<file path="src/rtl/agen_stage.sv">
// Address-generation stage: computes the 32-bit effective offset and segment
// for each register-access beat, then holds it in a 2-entry skid buffer.
module agen_stage #(
  parameter int SIDE_W = 512
) (
  input  logic              clk,
  input  logic              reset,
  input  logic              flush,
  input  logic              r_valid,
  output logic              r_ready,
  input  logic [7:0]        r_modrm,
  input  logic [7:0]        r_sib,
  input  logic [31:0]       r_disp,
  input  logic [2:0]        r_seg_override,
  input  logic              r_seg_override_valid,
  input  logic [31:0]       r_eax,
  input  logic [31:0]       r_ecx,
  input  logic [31:0]       r_edx,
  input  logic [31:0]       r_ebx,
  input  logic [31:0]       r_esp,
  input  logic [31:0]       r_ebp,
  input  logic [31:0]       r_esi,
  input  logic [31:0]       r_edi,
  input  logic [15:0]       r_es,
  input  logic [15:0]       r_cs,
  input  logic [15:0]       r_ss,
  input  logic [15:0]       r_ds,
  input  logic [15:0]       r_fs,
  input  logic [15:0]       r_gs,
  input  logic [SIDE_W-1:0] r_side,
  output logic              a_valid,
  input  logic              a_ready,
  output logic              a_mem,
  output logic [31:0]       a_ea,
  output logic [2:0]        a_seg_num,
  output logic [15:0]       a_seg_value,
  output logic [SIDE_W-1:0] a_side
);

  typedef struct packed {
    logic              mem;
    logic [31:0]       ea;
    logic [2:0]        seg_num;
    logic [15:0]       seg_value;
    logic [SIDE_W-1:0] side;
  } ent_t;

  function automatic logic [15:0] seg_lookup(input logic [2:0] n,
      input logic [15:0] es, input logic [15:0] cs, input logic [15:0] ss,
      input logic [15:0] ds, input logic [15:0] fs, input logic [15:0] gs);
    case (n)
      3'd0:    seg_lookup = es;
      3'd1:    seg_lookup = cs;
      3'd2:    seg_lookup = ss;
      3'd3:    seg_lookup = ds;
      3'd4:    seg_lookup = fs;
      3'd5:    seg_lookup = gs;
      default: seg_lookup = 16'h0000;
    endcase
  endfunction

  logic [31:0] w_gpr [8];
  assign w_gpr[0] = r_eax;
  assign w_gpr[1] = r_ecx;
  assign w_gpr[2] = r_edx;
  assign w_gpr[3] = r_ebx;
  assign w_gpr[4] = r_esp;
  assign w_gpr[5] = r_ebp;
  assign w_gpr[6] = r_esi;
  assign w_gpr[7] = r_edi;

  // Stage p0: combinational address computation on the incoming beat
  logic [1:0]  w_mod_p0, w_ss_p0;
  logic [2:0]  w_rm_p0, w_idx_p0, w_base_p0, w_breg_p0, w_seg_p0;
  logic        w_sib_p0, w_nobase_p0;
  logic [31:0] w_bterm_p0, w_iterm_p0, w_dterm_p0;
  ent_t        w_ent_p0;

  always_comb begin
    w_mod_p0    = r_modrm[7:6];
    w_rm_p0     = r_modrm[2:0];
    w_ss_p0     = r_sib[7:6];
    w_idx_p0    = r_sib[5:3];
    w_base_p0   = r_sib[2:0];
    w_sib_p0    = (w_rm_p0 == 3'd4);
    w_breg_p0   = w_sib_p0 ? w_base_p0 : w_rm_p0;
    // Both no-base encodings use register number 5 with mod=00 and carry disp32
    w_nobase_p0 = (w_mod_p0 == 2'b00) && (w_breg_p0 == 3'd5);
    w_bterm_p0  = w_nobase_p0 ? 32'h0 : w_gpr[w_breg_p0];
    w_iterm_p0  = (w_sib_p0 && (w_idx_p0 != 3'd4)) ? (w_gpr[w_idx_p0] << w_ss_p0) : 32'h0;
    w_dterm_p0  = ((w_mod_p0 == 2'b01) || (w_mod_p0 == 2'b10) || w_nobase_p0) ? r_disp : 32'h0;

    if (r_seg_override_valid)
      w_seg_p0 = r_seg_override;
    else if ((w_mod_p0 != 2'b11) && !w_nobase_p0 && ((w_breg_p0 == 3'd4) || (w_breg_p0 == 3'd5)))
      w_seg_p0 = 3'd2;
    else
      w_seg_p0 = 3'd3;

    w_ent_p0.mem       = (w_mod_p0 != 2'b11);
    w_ent_p0.ea        = (w_mod_p0 == 2'b11) ? 32'h0 : (w_bterm_p0 + w_iterm_p0 + w_dterm_p0);
    w_ent_p0.seg_num   = w_seg_p0;
    w_ent_p0.seg_value = seg_lookup(w_seg_p0, r_es, r_cs, r_ss, r_ds, r_fs, r_gs);
    w_ent_p0.side      = r_side;
  end

  // Stage p1: 2-entry buffer, head pointer plus occupancy count
  ent_t       r_ent_p1 [2];
  logic       r_head;
  logic [1:0] r_cnt;
  logic       r_rdy;
  logic       w_acc, w_deq, w_tail;
  logic [1:0] w_cnt_nxt;
  ent_t       w_out_p1;

  assign w_acc     = r_valid & r_rdy & ~flush;
  assign w_deq     = (r_cnt != 2'd0) & a_ready;
  assign w_tail    = r_head ^ r_cnt[0];
  assign w_cnt_nxt = r_cnt + {1'b0, w_acc} - {1'b0, w_deq};

  always_ff @(posedge clk) begin
    if (reset || flush) begin
      r_cnt  <= 2'd0;
      r_head <= 1'b0;
      r_rdy  <= 1'b1;
    end else begin
      r_cnt <= w_cnt_nxt;
      r_rdy <= (w_cnt_nxt < 2'd2);
      if (w_deq)
        r_head <= ~r_head;
    end
  end

  always_ff @(posedge clk) begin
    if (w_acc)
      r_ent_p1[w_tail] <= w_ent_p0;
  end

  // Empty buffer presents all-zero outputs so reset state needs no data reset
  assign a_valid     = (r_cnt != 2'd0);
  assign w_out_p1    = a_valid ? r_ent_p1[r_head] : '0;
  assign r_ready     = r_rdy;
  assign a_mem       = w_out_p1.mem;
  assign a_ea        = w_out_p1.ea;
  assign a_seg_num   = w_out_p1.seg_num;
  assign a_seg_value = w_out_p1.seg_value;
  assign a_side      = w_out_p1.side;

endmodule

</file>
<file path="config.mk">
export PLATFORM = sky130hd
export DESIGN_NAME = agen_stage
export DESIGN_NICKNAME = d
export VERILOG_FILES = /design/src/rtl/agen_stage.sv
export SDC_FILE = /design/constraint.sdc
export NUM_CORES = 2
export LEC_CHECK = 0
export CELL_PAD_IN_SITES_DETAIL_PLACEMENT = 1
export CELL_PAD_IN_SITES_GLOBAL_PLACEMENT = 2
export CORE_AREA = 2 2 587 589
export CTS_CLUSTER_DIAMETER = 40
export CTS_CLUSTER_SIZE = 25
export DETAILED_ROUTE_END_ITERATION = 6
export DIE_AREA = 0 0 589 591
export PLACE_DENSITY_LB_ADDON = 0.1
export SLEW_MARGIN = 40
export SYNTH_ARGS = -nofsm -noshare
export SYNTH_HDL_FRONTEND = slang
export SYNTH_SLANG_ARGS = --single-unit
export TNS_END_PERCENT = 10
</file>
<file path="constraint.sdc">
create_clock -name clk -period 38.1 [get_ports clk]
set_input_delay 7.62 -clock clk [delete_from_list [all_inputs] [get_ports clk]]
set_output_delay 7.62 -clock clk [all_outputs]
set_load 0.005 [all_outputs]
</file>
==> flow_summary.toml <==
[clock_tree]
cts_resized = 0
cts_root_buffer = "clkbuf_16"
clk_pin_slew_worst_paths_ns = 0.04
cts-hold-fix-buffers = 0
cts_tree = "yes"
clockBufferDepth = 4
cts_sinks = 1133
post_cts_buffers = 0
htreeDepth = 5
numCtsBuffers = 294
clkLatencyLatePin_ns = 0.84

[power_and_ir_drop]
powerDensity_nw_per_um2 = 54.0
max-vdd-ir-drop_uv = 29.0
leakagePower_nw = 26.3

[critical_path]
slowest_delay_ns = 0.71
worstPathArrival_ns = 14.14
cp_common_cell = "a311oi_1"
crit_fanout = 72
criticalPathCategory = "input pin to register"
required_ns = 38.62
crit_slowest_cell = "buf_4"
cp-start-kind = "input pin"
r2r_slack_ns = 33.72
endpoint_kind = "register"
crit_chain = "clkdlybuf4s50_1 > inv_2 > a31oi_4 > buf_6 > buf_4 > nor3b_1 > a211oi_1 > a311oi_1 > a31oi_1 > fa_1 > inv_1 > ha_1 > nand2_1 > o21ai_0 > a211o_1 > o21ai_1 > a311oi_1 > nand3_1 > a21oi_1 > mux2_2"

[synth]
synthDistinctLibCells = 65
synth_cells = 3535
synth_enable_flop_cells = 1128
ys_ff_latch = 1133
syn_avg_cell_area_um2 = 14.3
synthArstFlopShare = 0
synthesis.nets = 4522
yosysSeqAreaShare = 0.673
synth_flop_cell = "edfxtp_1"
synth_warnings = 0
netlist_area_um2 = 50500

[sta]
finalSetupViolCount = 0
max_freq_mhz = 73.4
final.min_clock_period_ns = 13.63
hold_viol_final = 0
fin_crit_sh = 0.358
relSlewSlack = 0.401
tightest_slew_ns = 0.899
rsz0062_at_grt = "no"
fin_skew_ns = 0.0785
fin_ws_ns = 24.47
finalMaxSlewViolations = 0
fin_setup_tns_ns = 0

[layout]
final_layout_size_suffix_gt1_frac = 0.112
finalNetCount = 6147
final_util = 0.236
syn2layout_area_growth_pct = 60.1

[die]
dieArea_um2 = 348000
num_rows = 215
core_area_um2 = 342000
die_y_um = 591
pin_count = 1487
dieWidth_um = 589
start_util = 0.148

[placed_design]
hpwl_um = 200000
io_buffers = 1483
dpl_worst_slack_ns = 23.34
gp_congestion = 0.764

[grt]
grt_pass1_wl_um = 351000
grt.total_usage = 0.145
first_global_vias = 40200
antenna_found_initial = 175
grt_max_degree = 90
grt.overflow.total = 0

[routing]
vias_per_cell = 3.72
drt-initial-drc-count = 1571
drtAntennaViolNets = 0
wl_per_cell_um = 26.2
drt_first_pass_iters = 5
vias = 37200
routed_wl_um = 262000
drc = 0

[hold_path]
hp-class = "register to register"

[run]
cap_violations = 0

[run_status]
status = "complete, no violations"
==> cells in the final DEF (no fill, tap or decap), drive strengths merged, types with 25 or more instances in the layout <==
cell type / Yosys / final
a211oi: 37 / 37
a21oi: 30 / 30
a22oi: 32 / 32
a311oi: 32 / 32
a31oi: 34 / 34
buf: 79 / 72
bufinv: 0 / 35
clkbuf: 145 / 342
clkdlybuf4s50: 0 / 1481
clkinv: 1 / 135
diode: 0 / 44
edfxtp: 1128 / 1128
fa: 32 / 32
ha: 34 / 34
inv: 78 / 88
mux2i: 608 / 608
mux4: 65 / 65
nand2: 269 / 269
nand3: 66 / 66
nor2: 605 / 605
nor3b: 33 / 33
o21ai: 31 / 31
o22a: 25 / 25
==> power breakdown <==
group	internal, W	leakage, nW	switching, W	total, W
Clock	0.00166	4.73	0.000777	0.00244
Combinational	0.000219	11.2	0.000257	0.000476
Sequential	0.00144	10.4	0.00000959	0.00145
Total	0.00332	26.3	0.00104	0.00436
==> flip-flops by register name (all words and copies together), names as in the netlist, named ones only <==
signal	count
r_ent_p1	1128
r_cnt	2
r_head	1
r_ready	1
==> metal layers <==
layer  up-vias  wire (um)  GRT usage  part of all wire
met5         -        914          0            0.0035
met4       142       5090     0.0293             0.019
met3       547      24000     0.0632             0.092
met2      1336     134000      0.264              0.51
met1     18600      98100      0.155              0.37
li1      16700          -          -                 -
==> worst paths after layout <==
check	startpoint	end	cells past startpoint
worst max-delay path	r_modrm[1]	r_ent_p1[0][561]$_DFFE_PP_	20
worst min-delay path	r_head$_SDFFE_PP0P_	register	2
worst max register to register	r_cnt[0]$_SDFF_PP0_	r_ent_p1[0][335]$_DFFE_PP_	6
worst min register to register	r_head$_SDFFE_PP0P_	register	2
==> per-stage QoR <==
stage | instance area [um2] | hold slack, ns | power (W) | instances
global placement | 70700 | 0.582 | 0.00196 | 9411
detailed placement | 71000 | 0.596 | 0.00196 | 9418
floorplan | 50500 | 0.560 | 0.00170 | 3535
CTS | 80700 | 0.609 | 0.00446 | 9951
finish | 80800 | 0.604 | 0.00436 | 9998
global route | 80700 | 0.642 | 0.00454 | 9958
==> critical path: cells and delay by family <==
family          cells  cell delay [ns]
compound gates      9             2.79
fa+ha+maj           2             0.71
buf+inv             5             2.10
mux                 1             0.38
simple gates        3             0.38
==> cells in the mapped netlist (all sizes together) (3+ instances only) <==
| cell | number | area [um2] |
|---|---|---|
| nand3 | 66 | 330 |
| buf | 79 | 347 |
| a211o | 3 | 26.3 |
| nor2b | 11 | 68.8 |
| nand2 | 269 | 1010 |
| fa | 32 | 641 |
| mux2 | 21 | 236 |
| xnor2 | 9 | 78.8 |
| nor2 | 605 | 2270 |
| inv | 78 | 293 |
| o21a | 7 | 52.6 |
| edfxtp | 1128 | 33900 |
| a211oi | 37 | 283 |
| ha | 34 | 425 |
| mux4 | 65 | 1460 |
| a22oi | 32 | 240 |
| o21ai | 31 | 155 |
| a21oi | 30 | 158 |
| nor4 | 3 | 25.0 |
| a311oi | 32 | 280 |
| a31oi | 34 | 213 |
| o22a | 25 | 219 |
| o21bai | 6 | 45.0 |
| or2 | 4 | 25.0 |
| dfxtp | 5 | 100 |
| and2 | 4 | 25.0 |
| and3 | 9 | 56.3 |
| or3 | 5 | 31.3 |
| mux2i | 608 | 6090 |
| nand4 | 4 | 25.0 |
| nor3b | 33 | 248 |
| o211ai | 17 | 128 |
| nand2b | 8 | 50.1 |
| xor2 | 13 | 114 |
| clkbuf | 145 | 544 |
| a221oi | 3 | 32.5 |
| a21o | 7 | 52.6 |
| nor3 | 13 | 65.1 |
==> kinds of logic after synthesis <==
family / Yosys count / share of synthesized area
mux: 694 / 0.154
flops: 1133 / 0.673
xor+xnor: 23 / 0.00426
buf+inv: 303 / 0.0235
fa+ha+maj: 66 / 0.0211
compound gates: 278 / 0.0399
simple gates: 1038 / 0.0844
==> final cells by class <==
class / count / area [um2]
Clock inverter: 191 / 2040
Clock buffer: 342 / 7660
Sequential cell: 1133 / 34000
Tap cell: 4557 / 5700
Timing Repair Buffer: 1553 / 15600
Multi-Input combinational cell: 2099 / 15400
Inverter: 79 / 297
Antenna cell: 44 / 110
Fill cell: 37300 / 261000
Note: power is estimated with default switching activity, not from simulation.
